### src/rtl/i2c_pkg.sv
// Shared types and default timing for the I2C bus arbiter and its helpers.
package i2c_pkg;

    // Arbiter ownership states.
    typedef enum logic [2:0] {
        IDLE       = 3'd0,
        PI_OWN     = 3'd1,
        INT_OWN    = 3'd2,
        PI_WAIT    = 3'd3,
        REPLAY_SDA = 3'd4,
        REPLAY_SCL = 3'd5,
        HANDOVER   = 3'd6,
        BUS_FREE   = 3'd7
    } arb_state_e;

    localparam int SYNC_STAGES_DEF       = 2;
    localparam int BUS_FREE_CYCLES_DEF   = 64;
    localparam int START_HOLD_CYCLES_DEF = 48;
    localparam int TIMEOUT_W_DEF         = 20;

    // Largest of three widths; sizes the single shared down-counter.
    function automatic int max3(input int a, input int b, input int c);
        int m;
        m = a;
        if (b > m) m = b;
        if (c > m) m = c;
        return m;
    endfunction

endpackage

### src/rtl/i2c_cond_detect.sv
// Synchronises raw SCL/SDA and produces START, STOP and SCL-edge pulses.
// Pulses are combinational off the synchronised levels, so a consumer that
// registers them sees a pin change SYNC_STAGES+1 clocks later.
module i2c_cond_detect
    import i2c_pkg::*;
#(
    parameter int SYNC_STAGES = SYNC_STAGES_DEF
) (
    input  logic clk_i,
    input  logic rst_ni,
    input  logic scl_i,
    input  logic sda_i,
    output logic s_scl_o,
    output logic start_o,
    output logic stop_o,
    output logic scl_edge_o
);

    logic [SYNC_STAGES-1:0] scl_sync_q;
    logic [SYNC_STAGES-1:0] sda_sync_q;
    logic                   scl_prev_q;
    logic                   sda_prev_q;
    logic                   s_scl;
    logic                   s_sda;

    assign s_scl = scl_sync_q[SYNC_STAGES-1];
    assign s_sda = sda_sync_q[SYNC_STAGES-1];

    // Synchroniser chains plus one-cycle history for edge detection; idle bus reads high.
    always_ff @(posedge clk_i or negedge rst_ni) begin
        if (!rst_ni) begin
            scl_sync_q <= '1;
            sda_sync_q <= '1;
            scl_prev_q <= 1'b1;
            sda_prev_q <= 1'b1;
        end else begin
            scl_sync_q <= {scl_sync_q[SYNC_STAGES-2:0], scl_i};
            sda_sync_q <= {sda_sync_q[SYNC_STAGES-2:0], sda_i};
            scl_prev_q <= s_scl;
            sda_prev_q <= s_sda;
        end
    end

    assign s_scl_o    = s_scl;
    assign start_o    = sda_prev_q & ~s_sda & s_scl;
    assign stop_o     = ~sda_prev_q & s_sda & s_scl;
    assign scl_edge_o = scl_prev_q ^ s_scl;

endmodule

### src/rtl/i2c_bus_arbiter.sv
// Shares the peripheral I2C bus between the Pi passthrough and the internal
// master. A Pi START seen while the internal master owns the bus is held off
// by stretching Pi SCL, then replayed on the peripheral side before handover.
//
// state      | meaning
// IDLE       | bus free, nobody owns it
// PI_OWN     | passthrough enabled, Pi drives the bus
// INT_OWN    | internal master granted
// PI_WAIT    | Pi START pending behind internal master; Pi SCL stretched
// REPLAY_SDA | replaying START: peripheral SDA low, SCL high
// REPLAY_SCL | replaying START: peripheral SCL pulled low too
// HANDOVER   | passthrough on while pulls still held, then PI_OWN
// BUS_FREE   | bus-free guard time after STOP / internal done / timeout
module i2c_bus_arbiter
    import i2c_pkg::*;
#(
    parameter int SYNC_STAGES       = SYNC_STAGES_DEF,
    parameter int BUS_FREE_CYCLES   = BUS_FREE_CYCLES_DEF,
    parameter int START_HOLD_CYCLES = START_HOLD_CYCLES_DEF,
    parameter int TIMEOUT_W         = TIMEOUT_W_DEF
) (
    input  logic ICE_CLK,
    input  logic ICE_RST_N,
    input  logic pi_scl_i,
    input  logic pi_sda_i,
    input  logic int_req,
    input  logic int_done,
    output logic passthru_en,
    output logic int_grant,
    output logic pi_scl_hold,
    output logic periph_sda_pull,
    output logic periph_scl_pull,
    output logic bus_busy
);

    localparam int CNT_W = max3(TIMEOUT_W, $clog2(BUS_FREE_CYCLES + 1),
                                $clog2(START_HOLD_CYCLES + 1));

    // Loads are N-1 because the terminal compare happens on the count==0 cycle.
    localparam logic [CNT_W-1:0] TMO_LOAD  = CNT_W'((2 ** TIMEOUT_W) - 2);
    localparam logic [CNT_W-1:0] FREE_LOAD = CNT_W'(BUS_FREE_CYCLES - 1);
    localparam logic [CNT_W-1:0] HOLD_LOAD = CNT_W'(START_HOLD_CYCLES - 1);

    logic rst_meta_q;
    logic rst_n;

    logic s_scl;
    logic start_p;
    logic stop_p;
    logic scl_edge_p;

    arb_state_e       state_q, state_d;
    logic [CNT_W-1:0] cnt_q, cnt_d;
    logic             done_q, done_d;
    logic             hold_q, hold_d;
    logic             passthru_q, grant_q, sda_pull_q, scl_pull_q, busy_q;

    // Reset asserts asynchronously, releases on a clock edge.
    always_ff @(posedge ICE_CLK or negedge ICE_RST_N) begin
        if (!ICE_RST_N) begin
            rst_meta_q <= 1'b0;
            rst_n      <= 1'b0;
        end else begin
            rst_meta_q <= 1'b1;
            rst_n      <= rst_meta_q;
        end
    end

    i2c_cond_detect #(
        .SYNC_STAGES(SYNC_STAGES)
    ) u_cond (
        .clk_i     (ICE_CLK),
        .rst_ni    (rst_n),
        .scl_i     (pi_scl_i),
        .sda_i     (pi_sda_i),
        .s_scl_o   (s_scl),
        .start_o   (start_p),
        .stop_o    (stop_p),
        .scl_edge_o(scl_edge_p)
    );

    // Next-state, shared counter and pending-done flag.
    always_comb begin
        state_d = state_q;
        cnt_d   = (cnt_q != '0) ? cnt_q - 1'b1 : cnt_q;
        done_d  = done_q;
        unique case (state_q)
            IDLE: begin
                if (start_p) begin
                    state_d = PI_OWN;
                    cnt_d   = TMO_LOAD;
                end else if (int_req) begin
                    state_d = INT_OWN;
                end
            end
            PI_OWN: begin
                if (stop_p) begin
                    state_d = BUS_FREE;
                    cnt_d   = FREE_LOAD;
                end else if (scl_edge_p) begin
                    cnt_d = TMO_LOAD;
                end else if (cnt_q == '0) begin
                    state_d = BUS_FREE;
                    cnt_d   = FREE_LOAD;
                end
            end
            INT_OWN: begin
                if (start_p) begin
                    // A simultaneous int_done is remembered so its guard time starts now.
                    state_d = PI_WAIT;
                    done_d  = int_done;
                    cnt_d   = FREE_LOAD;
                end else if (int_done) begin
                    state_d = BUS_FREE;
                    cnt_d   = FREE_LOAD;
                end
            end
            PI_WAIT: begin
                if (!done_q) begin
                    if (int_done) begin
                        done_d = 1'b1;
                        cnt_d  = FREE_LOAD;
                    end
                end else if (cnt_q == '0) begin
                    state_d = REPLAY_SDA;
                    done_d  = 1'b0;
                    cnt_d   = HOLD_LOAD;
                end
            end
            REPLAY_SDA: begin
                if (cnt_q == '0) state_d = REPLAY_SCL;
            end
            REPLAY_SCL: begin
                state_d = HANDOVER;
            end
            HANDOVER: begin
                state_d = PI_OWN;
                cnt_d   = TMO_LOAD;
            end
            BUS_FREE: begin
                if (start_p) begin
                    state_d = PI_OWN;
                    cnt_d   = TMO_LOAD;
                end else if (cnt_q == '0) begin
                    state_d = IDLE;
                end
            end
            default: begin
                state_d = IDLE;
                cnt_d   = '0;
                done_d  = 1'b0;
            end
        endcase
    end

    // Stretch is only raised once synchronised SCL is low, then held until PI_OWN.
    always_comb begin
        hold_d = 1'b0;
        if (state_d == PI_WAIT || state_d == REPLAY_SDA ||
            state_d == REPLAY_SCL || state_d == HANDOVER) begin
            hold_d = hold_q | ~s_scl;
        end
    end

    // State, counter and Moore outputs registered from the next state.
    always_ff @(posedge ICE_CLK or negedge rst_n) begin
        if (!rst_n) begin
            state_q    <= IDLE;
            cnt_q      <= '0;
            done_q     <= 1'b0;
            hold_q     <= 1'b0;
            passthru_q <= 1'b0;
            grant_q    <= 1'b0;
            sda_pull_q <= 1'b0;
            scl_pull_q <= 1'b0;
            busy_q     <= 1'b0;
        end else begin
            state_q    <= state_d;
            cnt_q      <= cnt_d;
            done_q     <= done_d;
            hold_q     <= hold_d;
            passthru_q <= (state_d == PI_OWN) || (state_d == HANDOVER);
            grant_q    <= (state_d == INT_OWN) || (state_d == PI_WAIT && !done_d);
            sda_pull_q <= (state_d == REPLAY_SDA) || (state_d == REPLAY_SCL) ||
                          (state_d == HANDOVER);
            scl_pull_q <= (state_d == REPLAY_SCL) || (state_d == HANDOVER);
            busy_q     <= (state_d != IDLE);
        end
    end

    assign passthru_en     = passthru_q;
    assign int_grant       = grant_q;
    assign pi_scl_hold     = hold_q;
    assign periph_sda_pull = sda_pull_q;
    assign periph_scl_pull = scl_pull_q;
    assign bus_busy        = busy_q;

endmodule

### config.mk
export PLATFORM = sky130hd
export DESIGN_NAME = i2c_bus_arbiter
export DESIGN_NICKNAME = d
export VERILOG_FILES = /design/src/rtl/i2c_pkg.sv /design/src/rtl/i2c_cond_detect.sv /design/src/rtl/i2c_bus_arbiter.sv
export SDC_FILE = /design/constraint.sdc
export NUM_CORES = 1
export LEC_CHECK = 0
export ABC_AREA = 1
export BUFFER_PORTS_ARGS = -buffer_cell sky130_fd_sc_hd__buf_2
export CAP_MARGIN = 20
export CORE_ASPECT_RATIO = 0.9
export CORE_MARGIN = 3
export CORE_UTILIZATION = 50
export DETAILED_ROUTE_END_ITERATION = 7
export PLACE_DENSITY = 0.7
export SLEW_MARGIN = 40
export SYNTH_ARGS = -nofsm -noshare
export SYNTH_HDL_FRONTEND = slang
export SYNTH_SLANG_ARGS = --single-unit
### constraint.sdc
create_clock -name ICE_CLK -period 1.7 [get_ports ICE_CLK]
set_input_delay 0.085 -clock ICE_CLK [delete_from_list [all_inputs] [get_ports ICE_CLK]]
set_output_delay 0.085 -clock ICE_CLK [all_outputs]
set_load 0.005 [all_outputs]
* Yosys cells after proc, flatten, opt, wreduce, memory -nomap -nowiden *
Cells that the tools add are included.

operators by class
  add/sub/neg operators = 1
  multiply operators = 0
  divide/modulo/power cells = 0
  magnitude comparators = 0
  equality and inequality tests = 13
  shift operators = 0
  mux-type cells = 29
  bitwise gates (word level) = 9
  reductions and logical operators = 15

operators with widths
  cell                   number
  $mux 20                9
  $pmux 20 s5            1
  $mux 3                 12
  $pmux 3 s8             1
  $eq 3x3->1 const B     7
  $logic_not 20->1       1
  $reduce_bool 20->1     1
  $sub 20x1->20 const B  1
  $eq 3x2->1 const B     4
  $logic_or 1x1->1       8
  $eq 3x1->1 const B     2
  $mux 1                 5
  $and 1x1->1            4
  $logic_not 3->1        1
  $not 1->1              3
  $reduce_bool 3->1      1
  $pmux 1 s2             1
  $reduce_or 2->1        1
  $logic_and 1x1->1      1
  $logic_not 1->1        1
  $or 1x1->1             1
  $xor 1x1->1            1

storage, ports and cells
  register bits after elaboration = 38
  bits in latches = 0
  bits in writable memories = 0
  memory bits (read-only) = 0
  logic and storage cells = 82
  memories = 0

* Depth between registers and ports, before layout *
Gate-level depths: netlist of run 1.

  depth after elaboration = 10
  mapped depth = 14
  gate-level depth less buffers = 14

* Hierarchy *
Synthesis of run 1 repeated with hierarchy kept, for this count alone.

second synthesis, totals
  cell total of the unflattened synthesis = 307
  area, all modules = 2396.0 um^2

modules (own cells, without submodules)
  module           times used  cells each  area each (um^2)  seq. area each (um^2)
  i2c_bus_arbiter  1           292         2204.6            800.8
  i2c_cond_detect  1           15          191.4             157.7

* Worst setup path after synthesis of run 1 *
OpenSTA, ideal clock, no wires.

  kind = reg2reg
  start point = reg cnt_q[0]
  end point = reg cnt_q[14]
  library setup time = 0.120 ns
  data arrival time = 1.590 ns
  required time = 1.580 ns
  setup slack = -0.010 ns
  cell stages (with the launch flop) = 14
  cells stage by stage = dfrtp_1 -> inv_1 -> ha_1 -> inv_1 -> nor2_1 -> nand3_1 -> nor2_2 -> nand3_1 -> nand2_1 -> nand4_2 -> nor2_2 -> nor2_1 -> nand2_1 -> nand2_1

on the way
  word-level cells in the longest chain between the ends = 6
  elaborated cells between the ends (all ways) = 13
  those cells by class = 1 x add/sub; 10 x mux; 2 x reduce/logical

RTL lines
  element                                                     line                    RTL
  from (decl)                                                 i2c_bus_arbiter.sv:53   logic [CNT_W-1:0] cnt_q, cnt_d;
  from (signal assigned)                                      i2c_bus_arbiter.sv:179  cnt_q <= cnt_d;
  $sub 20x1->20 / $reduce_bool 20->1 (equally long branches)  i2c_bus_arbiter.sv:85   cnt_d = (cnt_q != '0) ? cnt_q - 1'b1 : cnt_q;
  $mux 20                                                     i2c_bus_arbiter.sv:85
  $mux 20                                                     i2c_bus_arbiter.sv:102  end else if (cnt_q == '0) begin
  $mux 20                                                     i2c_bus_arbiter.sv:100  end else if (scl_edge_p) begin
  $mux 20                                                     i2c_bus_arbiter.sv:97   if (stop_p) begin
  $pmux 20 s5 (*)                                             i2c_bus_arbiter.sv:87   unique case (state_q)
  named net cnt_d[14]                                         i2c_bus_arbiter.sv:53

The timed path passes the listed nets; every way through them passes the cells marked *.

* Worst setup path in the final report of run 1 *
  start point = reg cnt_q[0]
  end point = reg hold_q (netlist: pi_scl_hold)

on the way
  word-level cells in the longest chain between the ends = 10
  elaborated cells between the ends (all ways) = 18
  those cells by class = 4 x eq/ne; 10 x mux; 4 x reduce/logical

RTL lines
  element                                          line                    RTL
  $logic_not 20->1 (*)                             --
  $mux 3                                           i2c_bus_arbiter.sv:102
  $mux 3                                           i2c_bus_arbiter.sv:100
  $mux 3                                           i2c_bus_arbiter.sv:97
  $pmux 3 s8 (*)                                   i2c_bus_arbiter.sv:87
  named net state_d[1]                             i2c_bus_arbiter.sv:52   arb_state_e state_q, state_d;
  $eq 3x2->1 / $eq 3x3->1 (equally long branches)  i2c_bus_arbiter.sv:159  if (state_d == PI_WAIT || state_d == REPLAY_SDA ||
  $logic_or 1x1->1 (2 in a row)                    i2c_bus_arbiter.sv:159
  $logic_or 1x1->1 (*)                             i2c_bus_arbiter.sv:160  state_d == REPLAY_SCL || state_d == HANDOVER) begin
  $mux 1 (*)                                       i2c_bus_arbiter.sv:159
  named net hold_d                                 i2c_bus_arbiter.sv:55   logic hold_q, hold_d;
  to (signal assigned)                             i2c_bus_arbiter.sv:181  hold_q <= hold_d;
  to (decl)                                        i2c_bus_arbiter.sv:55

Marked as above.

==> summary.txt, run 1 <==
Worst R2R Setup Slack - -0.23 ns
worst r2r path cells - 12
P_leak - 1.700 nW
HP Class - input pin to asynchronous set/reset pin
pwr dens - 1838 nW/µm²
DPL Wire Length - 4986 µm
post-synthesis sequential area ratio - 41.38%
initial cell density of the core - 54.28%
Fill cells - 254
IO Pins - 12
Die ar. - 5486 µm²
most common cell in the netlist - nand2_1
Placed Area - 2998 µm²
Critical Path RT - 1.93 ns
total gr overflow - 0
fin worst setup slack - -0.2327 ns
post-synthesis compound-gate area fraction - 11.83%
Vias/cell - 5.526
Top FF cell, synth - dfrtp_1
antenna cell count - 0
Total GRT Usage - 25.28%
Synth area leaders - dfrtp_1, nand2_1, dfstp_2
Sink Count - 38
Max Clock Skew - 0.006012 ns
period utilization - 113.7%
xor and xnor area share after synthesis - 4.538%
Slew Limit Fails - 0
CP Capture Type - flop
Clock Latency Late Sink - 0.30 ns
max-cap violations - 0
Syn Area/Cell - 7.959 µm²
share of cells above drive strength 1 - 50.76%
Crit-path slowest cell - dfrtp_1
synthesized netlist net count - 300
Layout Utilization - 82.70%
die height - 70.57 µm
Synth async-reset ratio - 100.0%
Final Instance Area - 3528 µm²
Max Root-Sink Buffers - 2
Unique masters post-synth - 39
Finished Layout Cells - 454
Worst VDD drop - 0.9968 mV
Routability Congestion - 0.9764
delay-heaviest family, CP - simple AND/OR/NAND/NOR gates
Post-Route WL - 7278 µm
ANT nets after route - 0
IO buf count - 11
Worst path max stage delay - 0.39 ns
DRC viols - 0
vias in the first global route - 2206
first-pass GRT wire length - 10630 µm
Critical Path Fanout Max - 5
Post-Synthesis Cell Area - 2316 µm²
Post-synth EDFFs - 0
CP bufs+invs - 2
placed cell count - 433
Clock Pin Slew Worst Setup and Hold Paths - 0.07 ns
Post-Synth Simple-Gate Area - 33.77%
Yosys reg bits - 38
fin crit period - 1.933 ns
die width - 77.74 µm
H-tree Lvls - 2
area delta synth->final - 52.35%
CTS Buf Count - 5
Worst EP arrival - 2.17 ns
DR iter-0 viols - 275
Pre-antenna DRT Iters - 6
critical path depth in cells - 12
fmax - 517.4 MHz
unrepaired setup endpoints after global routing - true
WL per Instance - 16.03 µm
Hold Vio Cnt, Final - 0
initial antenna violation count - 0
Post-synth top cells - nand2_1, inv_1, dfrtp_1, nor2_1, nand3_1
Final setup viols - 24
Rows - 22
multiplexer share of the synthesized area - 0%
via count - 2509
top cell type's share of synthesized area - 34.58%
Syn Inst Count - 291
violated checks - negative setup slack
status - complete, but fails checks
area leader, netlist - dfrtp_1
Warnings, synthesis - 0
CP Cell Sequence - inv_2 > ha_4 > inv_2 > nor2_1 > nand3_1 > nor2_4 > nand3_4 > a21oi_2 > nand4_4 > nand2_2 > nand2_2 > a21oi_2
Worst setup SP type - flop
core area - 4267 µm²
post-synthesis adder-cell area fraction - 1.621%
Net count, final - 403
WS Path Type - flop to flop
clk root buf - clkbuf_8
CTS tree - done
largest family of logic cells by synthesized area - simple AND/OR/NAND/NOR gates
largest net degree at the start of global routing - 20
==> layout by cell type, fill, tap and decap left out, types with 11 or more instances in the layout <==
cell     count
a21oi_1     11
buf_2       11
buf_4       79
dfrtp_1     30
inv_1       25
nand2_1     38
nand2_2     16
nor2_1      27
nor2_4      13
o21ai_1     11
==> final timing paths <==
path,from,endpoint
setup / recovery,cnt_q[0]$_DFF_PN0_,pi_scl_hold$_DFF_PN0_
hold / removal,ICE_RST_N,rst_meta_q$_DFF_PN0_
setup reg to reg,cnt_q[0]$_DFF_PN0_,pi_scl_hold$_DFF_PN0_
hold reg to reg,rst_n$_DFF_PN0_,cnt_q[6]$_DFF_PN0_
max in group asynchronous,rst_n$_DFF_PN0_,u_cond.scl_prev_q$_DFF_PN1_
min in group ICE_CLK,int_done,done_q$_DFF_PN0_
==> report_power, final <==
| group | internal [W] | total (W) | leakage [nW] | switching, W |
|---|---|---|---|---|
| clock | 0.000275 | 0.000606 | 0.0438 | 0.000330 |
| combinational | 0.00197 | 0.00433 | 1.21 | 0.00236 |
| sequential | 0.00126 | 0.00155 | 0.447 | 0.000288 |
| total | 0.00351 | 0.00648 | 1.70 | 0.00297 |
==> cell families after synthesis <==
logic type	Yosys count
DFF	38
xor gates and xnor gates	12
buffers and inverters	39
AOI/OAI and AO/OA	44
adders and majority gates	3
and+or+nand+nor	154
other	1
==> routing by layer <==
layer / vias up / wire, µm / global-route usage (%) / share of wire [%]
met2: 121 / 3250 / 35.84 / 45
met4: 0 / 105 / 7.510 / 1.4
met1: 1209 / 3252 / 37.88 / 45
li1: 1168 / - / - / -
met5: - / 0 / 0 / 0
met3: 11 / 669 / 6.489 / 9.2
==> sequential cells by signal, indices dropped and copies added (netlist names) <==
| name | count |
|---|---|
| rst_meta_q | 1 |
| periph_scl_pull | 1 |
| u_cond.sda_prev_q | 1 |
| rst_n | 1 |
| u_cond.scl_prev_q | 1 |
| done_q | 1 |
| cnt_q | 20 |
| pi_scl_hold | 1 |
| state_q | 3 |
| int_grant | 1 |
| u_cond.sda_sync_q | 2 |
| periph_sda_pull | 1 |
| passthru_en | 1 |
| u_cond.scl_sync_q | 2 |
| bus_busy | 1 |
==> final cells by class <==
type	instances	area [µm²]	area share, %
multi-input combinational	214	1523	43.16
clock buffer	5	68.82	1.950
timing repair buffer	98	743.2	21.06
tap	60	75.07	2.128
sequential	38	960.9	27.23
inverter	37	147.6	4.184
clock inverter	2	10.01	0.2837
==> repair_timing <==
action / 4_1_cts / 5_1_grt
resized for setup: 45 / 45
buffers inserted: 5 / 8
pin swaps: 18 / 29
setup endpoints to repair: 24 / 29
endpoints found under the hold margin: 4 / 0
cloned: 0 / 0
hold buffers: 3 / 0
==> stage by stage <==
step | TNS, ns | power, W | hold slack, ns | setup WS [ns]
final | -2.866 | 0.006483 | 0.09811 | -0.2327
after global routing | -5.375 | 0.006885 | 0.1025 | -0.3262
after CTS | -0.9134 | 0.005948 | 0.09120 | -0.1332
after detailed placement | -2.196 | 0.004958 | -0.1237 | -0.1887
after floorplan | 0 | 0.003450 | -0.2106 | 0.007035
after global placement | -1.296 | 0.004895 | -0.1261 | -0.1315
Power figures use the tool's default switching activity.
==> run 2, diff against run 1 <==
--- a/config.mk
+++ b/config.mk
@@ -13,6 +13,7 @@
 export CORE_UTILIZATION = 50
 export DETAILED_ROUTE_END_ITERATION = 7
 export PLACE_DENSITY = 0.7
+export REMOVE_ABC_BUFFERS = 1
 export SLEW_MARGIN = 40
 export SYNTH_ARGS = -nofsm -noshare
 export SYNTH_HDL_FRONTEND = slang
==> run 2 against run 1 <==
Compared with the run above: the flow still finishes with violations (negative setup slack); clock skew grew 0.0049 ns; sequential power increased by 3%; utilization grew 5.2 points; final cell count up 4.2%; flip-flop and latch count unchanged; routed wire length is 36% higher; first-iteration DRC count rose by 89%; register-to-register slack got worse by 0.15 ns; highest routed layer unchanged; count of clock-buffer cells in the layout grew 1; power rose by 15%; clock power rose by 8.3%.
==> summary.txt, run 2 (same netlist as run 1, synthesis figures left out) <==
IO Pins - 12 (unchanged)
Rows - 22 (unchanged)
die width - 77.74 µm (unchanged)
Vias/cell - 6.268 (+13%)
ANT nets after route - 0 (unchanged)
clock power share - 8.8% (-0.5 points)
share of cells above drive strength 1 - 54.96% (+4.2 points)
Clock Pin Slew Worst Setup and Hold Paths - 0.08 ns (about the same)
Worst VDD drop - 1.338 mV (+34%)
Total GRT Usage - 28.84% (+3.6 points)
fin crit period - 2.084 ns (+0.1515 ns)
CTS tree - done
Net count, final - 421 (+4.5%)
post-route setup TNS - -5.978 ns (-3.111 ns)
WL per Instance - 20.88 µm (+30%)
Worst setup SP type - flop
CP bufs+invs - 3 (+1)
Layout Utilization - 87.86% (+5.2 points)
H-tree Lvls - 2 (unchanged)
Fill cells - 190 (-25%)
Critical Path Fanout Max - 6 (+1)
Max Clock Skew - 0.01092 ns (+0.004911 ns)
largest net degree at the start of global routing - 20 (unchanged)
initial antenna violation count - 0 (unchanged)
Post-Route WL - 9876 µm (+36%)
Slew Limit Fails - 0 (unchanged)
Final setup viols - 29 (+21%)
vias in the first global route - 2566 (+16%)
largest registers - cnt_q (20), state_q (3)
total gr overflow - 0 (unchanged)
max reg flops - 20 (unchanged)
CP Capture Type - flop
Critical Path RT - 1.86 ns (-0.07 ns)
Clock Latency Late Sink - 0.30 ns (about the same)
Most Frequent Cell on Critical Path - buf_4
status - complete, but fails checks
Worst R2R Setup Slack - -0.38 ns (-0.15 ns)
antenna cell count - 0 (unchanged)
Worst path max stage delay - 0.40 ns (about the same)
Multi-input gate area - 1598 µm² (+4.9%)
switching part of the total - 48.15% (+2.3 points)
violated checks - negative setup slack
unrepaired setup endpoints after global routing - true
max-cap violations - 0 (unchanged)
Max Root-Sink Buffers - 2 (unchanged)
DRC viols - 0 (unchanged)
most frequent cells in the layout - buf_4, nand2_1, dfrtp_1
period utilization - 122.6% (+8.9 points)
critical path depth in cells - 11 (-1)
via count - 2965 (+18%)
Hold Worst Slack - 0.1041 ns (+0.005999 ns)
WS Path Type - flop to flop
pre-CTS WS - -0.2482 ns (-0.05951 ns)
HP Class - input pin to asynchronous set/reset pin
combinational share of power - 69.8% (+3.1 points)
initial cell density of the core - 54.28% (unchanged)
NetSw - 0.003592 W (+21%)
CTS Buf Count - 5 (unchanged)
CP Cell Sequence - inv_2 > ha_4 > buf_4 > nand2_1 > nor2_2 > nand3_4 > buf_4 > nand3_1 > or2_0 > xor2_1 > o21ai_1
Hold Vio Cnt, Final - 0 (unchanged)
DR iter-0 viols - 520 (+89%)
area delta synth->final - 61.86%
Sink Count - 38 (unchanged)
Worst EP arrival - 2.25 ns (+0.08 ns)
clk root buf - clkbuf_8
Die ar. - 5486 µm² (unchanged)
Crit-path slowest cell - dfrtp_1
die height - 70.57 µm (unchanged)
register area - 960.9 µm² (unchanged)
largest reg by FF count - cnt_q
delay-heaviest family, CP - simple AND/OR/NAND/NOR gates
Pre-antenna DRT Iters - 7 (+1)
fin worst setup slack - -0.3842 ns (-0.1515 ns)
DPL Wire Length - 4919 µm (-1.3%)
Routability Congestion - 0.9471 (-3.0%)
core area - 4267 µm² (unchanged)
IO buf count - 11 (unchanged)
P_int - 0.003867 W (+10%)
commonest non-fill, non-tap cell in the layout - buf_4
fmax - 479.8 MHz (-7.3%)
pwr dens - 1990 nW/µm² (+8.3%)
R2R Path Start - cnt_q[1]$_DFF_PN0_
P_leak - 1.807 nW (+6.3%)
worst r2r path cells - 11 (-1)
first-pass GRT wire length - 12340 µm (+16%)
part of the power in registers - 21.4% (-2.5 points)
Worst R2R End - cnt_q[9]$_DFF_PN0_
run 2: how the worst max path moves through the flow:
stage / start / endpoint / slack (ns)
4_1_cts: cnt_q[1]$_DFF_PN0_ / pi_scl_hold$_DFF_PN0_ / -0.17
3_3_place_gp: cnt_q[0]$_DFF_PN0_ / cnt_q[6]$_DFF_PN0_ / -0.19
5_1_grt: cnt_q[4]$_DFF_PN0_ / cnt_q[9]$_DFF_PN0_ / -0.44
2_1_floorplan: u_cond.sda_sync_q[1]$_DFF_PN1_ / cnt_q[6]$_DFF_PN0_ / -0.03
3_5_place_dp: cnt_q[1]$_DFF_PN0_ / cnt_q[6]$_DFF_PN0_ / -0.25
6_report: cnt_q[1]$_DFF_PN0_ / cnt_q[9]$_DFF_PN0_ / -0.38
run 2: stage by stage:
stage	cells	cell area [µm²]	power, W
final	473	3749	0.007459
after CTS	455	3410	0.006305
after detailed placement	437	3008	0.005045
after floorplan	289	2300	0.003407
after global placement	437	3008	0.004981
after global routing	473	3749	0.007747
run 2: routing by layer:
layer	vias up	share of wire [%]	global-route usage, %
met3	97	12	5.471
met4	0	6.9	11.66
li1	1207	-	-
met2	277	43	44.30
met1	1384	38	40.29
met5	-	0	0
run 2: area by class of cell:
class | count | share of cell area, %
Tap cell | 60 | 2.003
Sequential cell | 38 | 25.63
Inverter | 37 | 3.905
Clock buffer | 6 | 2.203
Multi-Input combinational cell | 214 | 42.62
Clock inverter | 2 | 0.3338
Timing Repair Buffer | 116 | 23.30
run 2: power groups by stage:
stage               logic [W]  registers [W]  clock network (W)
finish                0.00521        0.00160           0.000656
global route          0.00542        0.00163           0.000695
CTS                   0.00412        0.00152           0.000663
detailed placement    0.00352        0.00153                  0
global placement      0.00346        0.00152                  0
floorplan             0.00186        0.00155                  0
run 2: what timing repair did:
item	in CTS	in global routing
endpoints found under the hold margin	4	0
setup endpoints to repair	29	30
hold buffers	3	0
pin swaps	22	24
resized for setup	62	50
setup buffers	7	19
==> run 3, diff against run 2 <==
--- a/config.mk
+++ b/config.mk
@@ -5,7 +5,6 @@
 export SDC_FILE = /design/constraint.sdc
 export NUM_CORES = 1
 export LEC_CHECK = 0
-export ABC_AREA = 1
 export BUFFER_PORTS_ARGS = -buffer_cell sky130_fd_sc_hd__buf_2
 export CAP_MARGIN = 20
 export CORE_ASPECT_RATIO = 0.9
==> run 3 against run 2 <==
Compared with the run above: the flow still finishes with violations (negative setup slack); clock power decreased by 7.5%; worst setup slack worse by 0.17 ns; clock skew is essentially flat.
==> summary.txt, run 3 <==
Worst setup SP type - flop
post-route setup TNS - -10.61 ns (-4.635 ns)
P_leak - 1.473 nW (-19%)
via count - 2475 (-17%)
initial cell density of the core - 53.75% (-0.53 points)
worst slew pin tran - 0.5774 ns
CP Capture Type - flop
most common cell in the netlist - dfrtp_1
CTS tree - done
Net count, final - 359 (-15%)
share of cells above drive strength 1 - 48.86% (-6.1 points)
unrepaired setup endpoints after global routing - true
DR iter-0 viols - 257 (-51%)
initial antenna violation count - 0 (unchanged)
Worst path max stage delay - 0.49 ns (+0.09 ns)
DPL Wire Length - 4528 µm (-8.0%)
post-synthesis sequential area ratio - 42.06% (+0.68 points)
Slew Limit Fails - 0 (unchanged)
fin crit period - 2.259 ns (+0.1746 ns)
Sink Count - 38 (unchanged)
area delta synth->final - 53.71%
largest family of logic cells by synthesized area - simple AND/OR/NAND/NOR gates
Clock Latency Late Sink - 0.30 ns (about the same)
xor and xnor area share after synthesis - 7.304% (+2.8 points)
Worst VDD drop - 1.044 mV (-22%)
fmax - 442.7 MHz (-7.7%)
antenna cell count - 0 (unchanged)
Worst R2R Setup Slack - -0.56 ns (-0.17 ns)
vias in the first global route - 2353 (-8.3%)
Rows - 22 (unchanged)
Warnings, synthesis - 0 (unchanged)
Post-Synth Simple-Gate Area - 22.95% (-11 points)
IO buf count - 11 (unchanged)
Crit-path slowest cell - o41a_1
pwr dens - 1766 nW/µm² (-11%)
die width - 77.16 µm (-0.75%)
top cell type's share of synthesized area - 35.15% (+0.57 points)
Post-synth top cells - dfrtp_1, o21ai_0, nand2_1, nor2_1, a21oi_1
Post-synth EDFFs - 0 (unchanged)
Synth area leaders - dfrtp_1, dfstp_2, o21ai_0
max-cap violations - 0 (unchanged)
Multi-input gate area - 1481 µm² (-7.3%)
post-synthesis compound-gate area fraction - 21.58% (+9.8 points)
Total GRT Usage - 26.50% (-2.3 points)
Worst Setup EP - pi_scl_hold$_DFF_PN0_
Max Clock Skew - 0.01068 ns (-0.0002482 ns)
total gr overflow - 0 (unchanged)
Worst R2R End - pi_scl_hold$_DFF_PN0_
Worst EP arrival - 2.44 ns (+0.19 ns)
area leader, netlist - dfrtp_1
Syn Inst Count - 245 (-16%)
fin worst setup slack - -0.5588 ns (-0.1746 ns)
die height - 70.04 µm (-0.74%)
Fill cells - 239 (+26%)
max reg flops - 20 (unchanged)
Syn Area/Cell - 9.300 µm² (+17%)
WS Path Type - flop to flop
IO Pins - 12 (unchanged)
core area - 4239 µm² (-0.65%)
Layout Utilization - 82.62% (-5.2 points)
R2R Path Start - cnt_q[0]$_DFF_PN0_
period utilization - 132.9% (+10 points)
largest registers - cnt_q (20), state_q (3)
Worst Setup SP - cnt_q[0]$_DFF_PN0_
Critical Path RT - 1.88 ns (+0.02 ns)
CTS Buf Count - 5 (unchanged)
WL per Instance - 19.05 µm (-8.8%)
DRC viols - 0 (unchanged)
worst r2r path cells - 8 (-3)
clk root buf - clkbuf_8
Pre-antenna DRT Iters - 5 (-2)
most frequent cells in the layout - buf_4, dfrtp_1, nand2_1
register area - 958.4 µm² (-0.26%)
first-pass GRT wire length - 11450 µm (-7.2%)
Clock Pin Slew Worst Setup and Hold Paths - 0.08 ns (about the same)
ANT nets after route - 0 (unchanged)
post-synthesis adder-cell area fraction - 1.647% (+0.027 points)
Routability Congestion - 0.9563 (+0.97%)
Max Root-Sink Buffers - 2 (unchanged)
Critical Path Fanout Max - 4 (-2)
multiplexer share of the synthesized area - 0% (unchanged)
Yosys reg bits - 38 (unchanged)
violated checks - negative setup slack
Top FF cell, synth - dfrtp_1
H-tree Lvls - 2 (unchanged)
Die ar. - 5404 µm² (-1.5%)
Post-Synthesis Cell Area - 2278 µm² (-1.6%)
commonest non-fill, non-tap cell in the layout - buf_4
Unique masters post-synth - 64 (+64%)
largest net degree at the start of global routing - 21 (+5.0%)
Hold Vio Cnt, Final - 0 (unchanged)
CP Cell Sequence - inv_2 > ha_4 > nor4b_4 > nand2_2 > o41a_1 > a41oi_4 > a21oi_2 > o32a_1
largest reg by FF count - cnt_q
Synth async-reset ratio - 100.0% (unchanged)
Rel. slew slack - 61.18%
status - complete, but fails checks
Vias/cell - 6.037 (-3.7%)
Post-Route WL - 7809 µm (-21%)
Final setup viols - 29 (unchanged)
HP Class - input pin to asynchronous set/reset pin
[run 3: changes by cell type after synthesis, moves of 11 or more]
cell and change:
o21ai_0 +17, inv_1 -27, nand3_1 -11, nor2_2 -15
nor2_1 -13, nand2_1 -30
[run 3: worst min path at each step]
stage	startpoint	end	slack, ns	cells past startpoint
floorplan	ICE_RST_N	rst_meta_q$_DFF_PN0_	-0.21	0
global placement	ICE_RST_N	rst_meta_q$_DFF_PN0_	-0.13	1
detailed placement	ICE_RST_N	rst_meta_q$_DFF_PN0_	-0.13	1
CTS	ICE_RST_N	rst_meta_q$_DFF_PN0_	0.10	2
global route	ICE_RST_N	rst_meta_q$_DFF_PN0_	0.1	2
finish	ICE_RST_N	rst_n$_DFF_PN0_	0.10	2
[run 3: cell families (layout without fill, tap and decap cells)]
group	count (synthesis)	after routing
AND/OR/NAND/NOR	91	91
AO/OA/AOI/OAI	73	73
flip-flops	38	38
buffers and inverters	20	125
XOR/XNOR	19	19
adder cells (fa/ha/maj)	3	3
other	1	1
[run 3: worst max-delay path, delay by kind of cell, from the launching register on]
| kind | cells | cell delay, ns |
|---|---|---|
| AO/OA/AOI/OAI | 4 | 1.11 |
| buffers and inverters | 1 | 0.10 |
| adder cells (fa/ha/maj) | 1 | 0.14 |
| flip-flops | 1 | 0.41 |
| AND/OR/NAND/NOR | 2 | 0.38 |
[run 3: stage by stage]
step	worst slack (ns)	cell area, µm²	hold slack, ns	total power, W	std cells
2_1_floorplan	-0.7159	2207	-0.2106	0.003146	232
3_3_place_gp	-0.4158	2983	-0.1301	0.004682	389
3_5_place_dp	-0.5078	2983	-0.1280	0.004752	389
4_1_cts	-0.4708	3346	0.1025	0.005670	403
5_1_grt	-0.5993	3502	0.09748	0.006496	410
6_report	-0.5588	3502	0.1019	0.006184	410
[run 3: report_power, final]
group          internal, W  switching [W]
Clock             0.000276       0.000332
Sequential         0.00125       0.000329
Combinational      0.00194        0.00206
Total              0.00346        0.00272
[run 3: per-layer routing]
metal  wire length (µm)  up-vias  global-route usage, %
met5                  0        -                      0
met4                294        0                  8.893
met3                555       35                  4.897
met2               3739      153                  41.61
met1               3218     1192                  36.84
li1                   -     1095                      -
[run 3: cell type report]
class,count,area share (%)
flip-flops and latches,38,27.37
clock inverters,2,0.2858
repair buffers,111,25.19
well taps,60,2.144
multi-input cells,187,42.30
clock buffers,5,1.965
inverters,7,0.7503
[run 3: what timing repair did]
action | 4_1_cts | 5_1_grt
buffers inserted | 6 | 7
gates resized for setup | 59 | 20
hold buffers | 3 | 0
endpoints found under the setup margin | 30 | 30
pin swaps | 30 | 12
hold endpoints to repair | 4 | 0
